File: config.mk
export PLATFORM = sky130hd
export DESIGN_NAME = present_masked_round_ctrl_flat
export DESIGN_NICKNAME = d
export VERILOG_FILES = /design/src/rtl/present_masked_round_ctrl_if.sv /design/src/rtl/present_masked_round_ctrl.sv /design/src/flat_wrapper.sv
export SDC_FILE = /design/constraint.sdc
export NUM_CORES = 1
export LEC_CHECK = 0
export CORE_AREA = 2 2 224 226
export DETAILED_ROUTE_END_ITERATION = 10
export DIE_AREA = 0 0 226 228
export HOLD_SLACK_MARGIN = 0.12
export PLACE_DENSITY = 0.63
export SLEW_MARGIN = 20
export SYNTH_ARGS = -nofsm -noshare
export SYNTH_HDL_FRONTEND = slang
export SYNTH_SLANG_ARGS = --single-unit
File: constraint.sdc
create_clock -name clk -period 3.5 [get_ports clk]
set_input_delay 0.7 -clock clk [delete_from_list [all_inputs] [get_ports clk]]
set_output_delay 0.7 -clock clk [all_outputs]
set_load 0.05 [all_outputs]
File: src/rtl/present_masked_round_ctrl_if.sv
// S-box pipeline bus: the round controller is the master, the masked
// ANF step1/step2 pipeline is the slave.
interface present_masked_round_ctrl_if;
    logic [3:0] sb_in0;
    logic [3:0] sb_in1;
    logic       sb_vin;
    logic       sb_en;
    logic [3:0] sb_out0;
    logic [3:0] sb_out1;

    modport master (output sb_in0, sb_in1, sb_vin, sb_en, input sb_out0, sb_out1);
    modport slave  (input sb_in0, sb_in1, sb_vin, sb_en, output sb_out0, sb_out1);
endinterface

File: src/rtl/present_masked_round_ctrl.sv
// Two-share nibble-serial PRESENT-80 round engine feeding an external masked
// S-box pipeline. Shares are processed by parallel, fully separate datapaths.
//
// state  | meaning
// -------+------------------------------------------------------------
// IDLE   | waiting for start; ciphertext registers hold the last result
// SUB    | issue 16 nibbles (state^rk) and write pipeline results back
// PERM   | pLayer on both shares, advance round index
// FINAL  | final round-key addition, latch ciphertext
// DONE   | one-cycle done pulse
module present_masked_round_ctrl #(
    parameter int SBOX_LAT = 2,
    parameter int ROUNDS   = 31
) (
    input  logic        clk,
    input  logic        rst_n,
    input  logic        start,
    input  logic [63:0] pt0,
    input  logic [63:0] pt1,
    input  logic [63:0] rk0,
    input  logic [63:0] rk1,
    output logic [4:0]  rnd_idx,
    present_masked_round_ctrl_if.master sb,
    output logic [63:0] ct0,
    output logic [63:0] ct1,
    output logic        busy,
    output logic        done
);
    typedef enum logic [2:0] {
        S_IDLE  = 3'd0,
        S_SUB   = 3'd1,
        S_PERM  = 3'd2,
        S_FINAL = 3'd3,
        S_DONE  = 3'd4
    } state_t;

    localparam logic [4:0] LAST_RND = 5'(ROUNDS - 1);

    state_t              state;
    state_t              state_nxt;
    logic [63:0]         st0;
    logic [63:0]         st1;
    logic [63:0]         perm0;
    logic [63:0]         perm1;
    logic [4:0]          rd_cnt;     // bit 4 set once all 16 nibbles are issued
    logic [3:0]          wr_idx;
    logic [SBOX_LAT-1:0] vld_sr;
    logic [SBOX_LAT:0]   vld_nxt;
    logic                issue;
    logic                wr_vld;

    assign issue   = (state == S_SUB) && !rd_cnt[4];
    assign vld_nxt = {vld_sr, issue};
    assign wr_vld  = vld_nxt[SBOX_LAT];

    // pLayer: bit i moves to 16*i mod 63, bit 63 stays; one copy per share
    always_comb begin
        perm0 = '0;
        perm1 = '0;
        for (int i = 0; i < 63; i++) begin
            perm0[(16 * i) % 63] = st0[i];
            perm1[(16 * i) % 63] = st1[i];
        end
        perm0[63] = st0[63];
        perm1[63] = st1[63];
    end

    // State register
    always_ff @(posedge clk) begin
        if (!rst_n) state <= S_IDLE;
        else        state <= state_nxt;
    end

    // Next-state logic
    always_comb begin
        state_nxt = state;
        case (state)
            S_IDLE:  if (start) state_nxt = S_SUB;
            S_SUB:   if (wr_vld && (wr_idx == 4'hF)) state_nxt = S_PERM;
            S_PERM:  state_nxt = (rnd_idx < LAST_RND) ? S_SUB : S_FINAL;
            S_FINAL: state_nxt = S_DONE;
            S_DONE:  state_nxt = S_IDLE;
            default: state_nxt = S_IDLE;
        endcase
    end

    // Outputs: nibble issue, pipeline clock-gate enable, status flags
    always_comb begin
        sb.sb_vin = issue;
        sb.sb_in0 = '0;
        sb.sb_in1 = '0;
        if (issue) begin
            sb.sb_in0 = st0[{rd_cnt[3:0], 2'b00} +: 4] ^ rk0[{rd_cnt[3:0], 2'b00} +: 4];
            sb.sb_in1 = st1[{rd_cnt[3:0], 2'b00} +: 4] ^ rk1[{rd_cnt[3:0], 2'b00} +: 4];
        end
        sb.sb_en = issue | (|vld_sr);
        busy     = (state != S_IDLE);
        done     = (state == S_DONE);
    end

    // Share state, counters and ciphertext; writes trail reads by SBOX_LAT nibbles
    always_ff @(posedge clk) begin
        if (!rst_n) begin
            st0     <= '0;
            st1     <= '0;
            ct0     <= '0;
            ct1     <= '0;
            rnd_idx <= '0;
            rd_cnt  <= '0;
            wr_idx  <= '0;
            vld_sr  <= '0;
        end else begin
            vld_sr <= vld_nxt[SBOX_LAT-1:0];
            case (state)
                S_IDLE: begin
                    if (start) begin
                        st0     <= pt0;
                        st1     <= pt1;
                        rnd_idx <= '0;
                        rd_cnt  <= '0;
                        wr_idx  <= '0;
                    end
                end
                S_SUB: begin
                    if (!rd_cnt[4]) rd_cnt <= rd_cnt + 5'd1;
                    if (wr_vld) begin
                        st0[{wr_idx, 2'b00} +: 4] <= sb.sb_out0;
                        st1[{wr_idx, 2'b00} +: 4] <= sb.sb_out1;
                        wr_idx <= wr_idx + 4'd1;
                    end
                end
                S_PERM: begin
                    st0     <= perm0;
                    st1     <= perm1;
                    rnd_idx <= rnd_idx + 5'd1;
                    rd_cnt  <= '0;
                    wr_idx  <= '0;
                end
                S_FINAL: begin
                    st0 <= st0 ^ rk0;
                    st1 <= st1 ^ rk1;
                    ct0 <= st0 ^ rk0;
                    ct1 <= st1 ^ rk1;
                end
                default: ;
            endcase
        end
    end
endmodule

File: src/flat_wrapper.sv
// flat-port wrapper written by rule: the top's interface ports become plain ports
module present_masked_round_ctrl_flat 
#(
    parameter int SBOX_LAT = 2,
    parameter int ROUNDS   = 31
)
  (clk, rst_n, start, pt0, pt1, rk0, rk1, rnd_idx, ct0, ct1, busy, done, sb_sb_in0, sb_sb_in1, sb_sb_vin, sb_sb_en, sb_sb_out0, sb_sb_out1);
  present_masked_round_ctrl_if sb_i ();
  input  logic clk;
  input  logic rst_n;
  input  logic start;
  input  logic [63:0] pt0;
  input  logic [63:0] pt1;
  input  logic [63:0] rk0;
  input  logic [63:0] rk1;
  output logic [4:0] rnd_idx;
  output logic [63:0] ct0;
  output logic [63:0] ct1;
  output logic busy;
  output logic done;
  output wire logic [$bits(sb_i.sb_in0)-1:0] sb_sb_in0;
  output wire logic [$bits(sb_i.sb_in1)-1:0] sb_sb_in1;
  output wire logic [$bits(sb_i.sb_vin)-1:0] sb_sb_vin;
  output wire logic [$bits(sb_i.sb_en)-1:0] sb_sb_en;
  input wire logic [$bits(sb_i.sb_out0)-1:0] sb_sb_out0;
  input wire logic [$bits(sb_i.sb_out1)-1:0] sb_sb_out1;
  assign sb_sb_in0 = sb_i.sb_in0;
  assign sb_sb_in1 = sb_i.sb_in1;
  assign sb_sb_vin = sb_i.sb_vin;
  assign sb_sb_en = sb_i.sb_en;
  assign sb_i.sb_out0 = sb_sb_out0;
  assign sb_i.sb_out1 = sb_sb_out1;
  present_masked_round_ctrl #(.SBOX_LAT(SBOX_LAT), .ROUNDS(ROUNDS)) u_core (.clk(clk), .rst_n(rst_n), .start(start), .pt0(pt0), .pt1(pt1), .rk0(rk0), .rk1(rk1), .rnd_idx(rnd_idx), .sb(sb_i), .ct0(ct0), .ct1(ct1), .busy(busy), .done(done));
endmodule
# Word-level counts from Yosys, hierarchy flattened
# Index checks and enable logic that the tools add are counted.
op_classes:
  add_sub_neg: 4
  order_cmp: 1
  eq_ne: 9
  shift: 7
  n_mux: 21
  n_bitwise: 6
  reduce_logical: 17
ops:
  columns: ["op", "n"]
  rows:
  - ["case mux 64 bit (4 select lines)", 2]
  - ["two-way mux 64 bit", 4]
  - ["indexed part select 64 x 7 -> 4 bit", 4]
  - ["bitwise mux 64 bit", 2]
  - ["indexed part select 4 x 8 -> 64 bit", 2]
  - ["XOR 64 bit", 2]
  - ["variable shift 4 x 8 -> 64 bit (first input constant)", 1]
  - ["two-way mux 4 bit", 4]
  - ["case mux 5 bit (3 select lines)", 1]
  - ["case mux 3 bit (4 select lines)", 1]
  - ["case mux 4 bit (3 select lines)", 1]
  - ["adder 5 x 1 -> 5 bit (second input constant)", 2]
  - ["two-way mux 5 bit", 2]
  - ["case mux 5 bit (2 select lines)", 1]
  - ["AND reduction 3 bit", 3]
  - ["nonzero test 3 bit", 3]
  - ["negator 6 -> 8 bit", 1]
  - ["XOR 4 bit", 2]
  - ["== test 3 x 2 -> 1 bit (second input constant)", 2]
  - ["two-way mux 3 bit", 2]
  - ["inequality test 2 bit (second input constant)", 3]
  - ["AND reduction 2 bit", 3]
  - ["< comparator 5 bit (second input constant)", 1]
  - ["adder 4 x 1 -> 4 bit (second input constant)", 1]
  - ["other kinds (14)", 15]
word_totals:
  ff_bits: 275
  inputBits: 267
  output_inout_bits: 145

# Depth between registers and ports, before layout
logic_depth:
  ltp_word: 5
  depth_mapped: 11
  ltp_nobuf: 7

# Worst setup path after synthesis
# OpenSTA, ideal clock, no wires.
synth_timing:
  path_kind: "input -> output"
  startpoint: "input port rk0[28]"
  endpoint: "output port sb_sb_in0[0]"
  t_arrival_ns: 2.359
  t_required_ns: 2.800
  slack_ns: 0.441
  path_stages: 4
  n_path_buf: 0
  cell_sequence: "xnor2_1 > mux4_2 > mux2_2 > o221ai_1"
synth_via:
  elab_chain_len: 3
synth_lines:
  columns: ["item", "line", "text"]
  rows:
  - ["start: declaration", "flat_wrapper.sv:14", "input logic [63:0] rk0;"]
  - ["indexed part select 64 x 7 -> 4 bit", "present_masked_round_ctrl.sv:93", "sb.sb_in0 = st0[{rd_cnt[3:0], 2'b00} +: 4] ^ rk0[{rd_cnt[3:0], 2'b00} +: 4];"]
  - ["XOR 4 bit", "present_masked_round_ctrl.sv:93", null]
  - ["two-way mux 4 bit", "present_masked_round_ctrl.sv:92", "if (issue) begin"]
  - ["end: declaration", "flat_wrapper.sv:21", "output wire logic [$bits(sb_i.sb_in0)-1:0] sb_sb_in0;"]
# Every way passes these cells.

# Worst setup path in the final report
layout_timing:
  startpoint: "input port rk0[0]"
  endpoint: "output port sb_sb_in0[0]"
# Same word-level chain as after synthesis.

==> reports/results.tsv <==
stage	metric	value	unit
setup_path	FF-to-FF Start	u_core.wr_idx[1]$_SDFFE_PN0P_	
setup_path	CP Launch Type	input pin	
clock_tree	Clock transition at path regs	0.06	ns
outcome	status	finished, final reports clean	
detailed_routing	via count	19000	
clock_tree	CTS tree	done	
detailed_routing	drt total wl	88200	um
floorplan	Initial Util	34.6	%
clock_tree	CTS Root Cell	clkbuf_16	
setup_path	Setup Crit Path Kind	in -> out	
synthesis	mapped cell area	17100	um^2
final_layout	layout cells sized above 1	13.2	%
min_path	worst hold start	u_core.vld_sr[0]$_SDFF_PN0_	
timing	Max Clk Rate	290	MHz
detailed_routing	routed length per placed instance	28.5	um
timing	final worst-path cycle share	98.4	%
final_layout	Layout Cell Area excl Fill	23500	um^2
min_path	Hold WC Path Type	reg -> reg	
run	max-cap violation count	0	
clock_tree	CTS Buffer Depth	3	
place	Placed Instance Area	22200	um^2
power_and_ir_drop	Peak supply drop	314	uV
setup_path	Crit. Startpoint	rk0[0]	
final_layout	commonest non-fill, non-tap cell in the layout	clkdlybuf4s50_1	
detailed_routing	Pre-antenna DRT Iters	6	
place	# port buffers	411	
power_and_ir_drop	Clock power frac	38.3	%
floorplan	die width	226	um
clock_tree	clk sink count	275	
synthesis	post-synth top area share	32.3	%
floorplan	Die Area	51500	um^2
timing	minimum clock period	3.44	ns
synthesis	Area contributors post-synth	dfxtp_1, mux4_2, a211oi_1	
power_and_ir_drop	internal power	6.81	mW
power_and_ir_drop	sequential power share	35.3	%
synthesis	number of synthesized flops with an enable pin	0	
synthesis	Yosys top cell by area	dfxtp_1	
clock_tree	htree depth	2	
power_and_ir_drop	Comb power frac	26.4	%
setup_path	worst-path fanout max	3	
final_layout	most frequent cells in the layout	clkdlybuf4s50_1, dfxtp_1, nor2_1, o21ai_0, a211oi_1	
floorplan	core area	49300	um^2
timing	Slew headroom	37.3	%
synthesis	Synth Net Count	2292	
synthesis	#FFs+latches synth	275	
setup_path	crit path DAT	2.74	ns
grt	total track usage	33.2	%
detailed_routing	DRC viols	0	
clock_tree	Clk Latency, worst-skew pair	0.57	ns
power_and_ir_drop	P_sw	3.47	mW
synthesis	Syn Inst Count	2019	
grt	first-pass GRT wire length	126000	um
synthesis	Synth Flop Type	dfxtp_1	
setup_path	Req. time, crit path	2.80	ns
power_and_ir_drop	leakage	7.84	nW
power_and_ir_drop	PwrDens	436	nW/um^2
timing	clk_skew	0.0269	ns
timing	number of setup violations in the final report	0	
floorplan	row count	82	
synthesis	Synth warnings	0	
clock_tree	CTS buffer count	36	
grt	initial antenna violation count	17	
detailed_routing	initial drt markers	2637	
grt	GRT Residual Overflow	0	
timing	Final TNS setup	0	ns
grt	largest net degree at the start of global routing	143	
final_layout	Synth-to-Final Area Change	38.0	%
grt	vias in the first global route	17900	
setup_path	element type at the critical path end	output pin	
synthesis	Unique masters post-synth	80	
final_layout	final net count	2656	
timing	final hold vios	0	
synthesis	Avg Synthesized Cell Area	8.45	um^2
timing	final count of pins violating max slew	0	
detailed_routing	DRT antenna net count	0	
timing	worst-margin pin slew	0.941	ns
place	Final Wtd Congestion	0.956	
floorplan	Boundary Pins	412	
synthesis	ys async rst share	0	%
timing	RSZ-0062 raised after global routing	false	
place	Post-DP HPWL	65200	um
synthesis	register area share after synthesis	32.3	%
floorplan	chip height	228	um
detailed_routing	Vias per Instance	6.12	
power_and_ir_drop	switch share	33.7	%
==> metrics by stage <==
stage          hold WS, ns  util (%)  power [mW]  cells  setup slack (ns)
2_1_floorplan        0.423         -        5.01   2019             0.441
3_3_place_gp         0.440      45.0        6.27   3014            0.0719
3_5_place_dp         0.450      45.0        6.30   3014            0.0686
4_1_cts              0.464      47.6        10.2   3079            0.0393
5_1_grt              0.487      47.7        10.5   3097           0.00903
6_report             0.459      47.7        10.3   3099            0.0573
==> critical path, cell delays in order <==
cell and delay [ns]:
clkdlybuf4s50_1 0.47, xnor2_1 0.24, mux4_2 0.52, mux2_2 0.29, o221ai_1 0.23, buf_4 0.17
buf_12 0.12
==> cells by family after synthesis <==
| logic type | Yosys count | synth area share [%] |
|---|---|---|
| AND/OR/NAND/NOR | 519 | 13.8 |
| flip-flops | 275 | 32.3 |
| buffers and inverters | 220 | 5.47 |
| multiplexers | 118 | 10.7 |
| AO/OA/AOI/OAI | 733 | 29.8 |
| XOR/XNOR | 148 | 7.60 |
| adder cells (fa/ha/maj) | 6 | 0.440 |
==> sequential cells by signal, indices dropped and copies added (netlist names) <==
| signal | cells |
|---|---|
| u_core.ct1 | 64 |
| u_core.state | 3 |
| u_core.ct0 | 64 |
| u_core.st0 | 64 |
| u_core.vld_sr | 2 |
| u_core.wr_idx | 4 |
| u_core.rd_cnt | 5 |
| u_core.st1 | 64 |
| u_core.rnd_idx | 5 |
==> synth_stat cells (20+ instances only) <==
library cell and instances:
buf_2 36, xnor2_1 112, o221ai_1 50, o21a_1 43
nor2b_1 20, nor3_1 41, o211ai_1 33, a21oi_1 71
xor2_1 36, dfxtp_1 275, mux4_2 48, nand2_1 106
mux2i_1 40, inv_1 22, nor2_1 247, mux2_2 30
o21ai_0 202, clkbuf_1 132, a211oi_1 135, o2bb2ai_1 35
buf_1 22
==> timing repair <==
item	CTS	global route
setup buffers	0	3
hold buffers	0	0
setup endpoints to repair	3	4
resized for setup	2	2
==> power by group through the flow <==
stage	registers (mW)	clock network, mW	logic [mW]
after floorplan	3.65	0	1.36
after global placement	3.67	0	2.60
after detailed placement	3.68	0	2.62
after CTS	3.61	3.96	2.63
after global routing	3.64	4.08	2.83
final	3.63	3.93	2.71
==> final cells by class <==
cell class	count	area, um^2
Fill cell	4793	25800
Multi-Input combinational cell	1524	10700
Sequential cell	275	5520
Timing Repair Buffer	523	5140
Clock buffer	54	1100
Tap cell	672	841
Clock inverter	11	128
Inverter	23	88.8
Antenna cell	17	42.5
==> per-layer routing <==
metal | part of all wire, % | wire length, um | global-route usage [%]
met1 | 41 | 35800 | 44.9
met2 | 43 | 38300 | 49.1
met3 | 11 | 9580 | 8.13
met4 | 5.2 | 4540 | 16.5
met5 | 0 | 0 | 0
==> worst paths after layout <==
check,cells past startpoint,end,slack [ns]
max reg2reg,7,u_core.st1[19]$_SDFFE_PN0P_,0.55
min reg2reg,1,u_core.vld_sr[1]$_SDFF_PN0_,0.46
max,7,sb_sb_in0[0],0.06
min,1,u_core.vld_sr[1]$_SDFF_PN0_,0.46
Note: power is estimated with default switching activity, not from simulation.
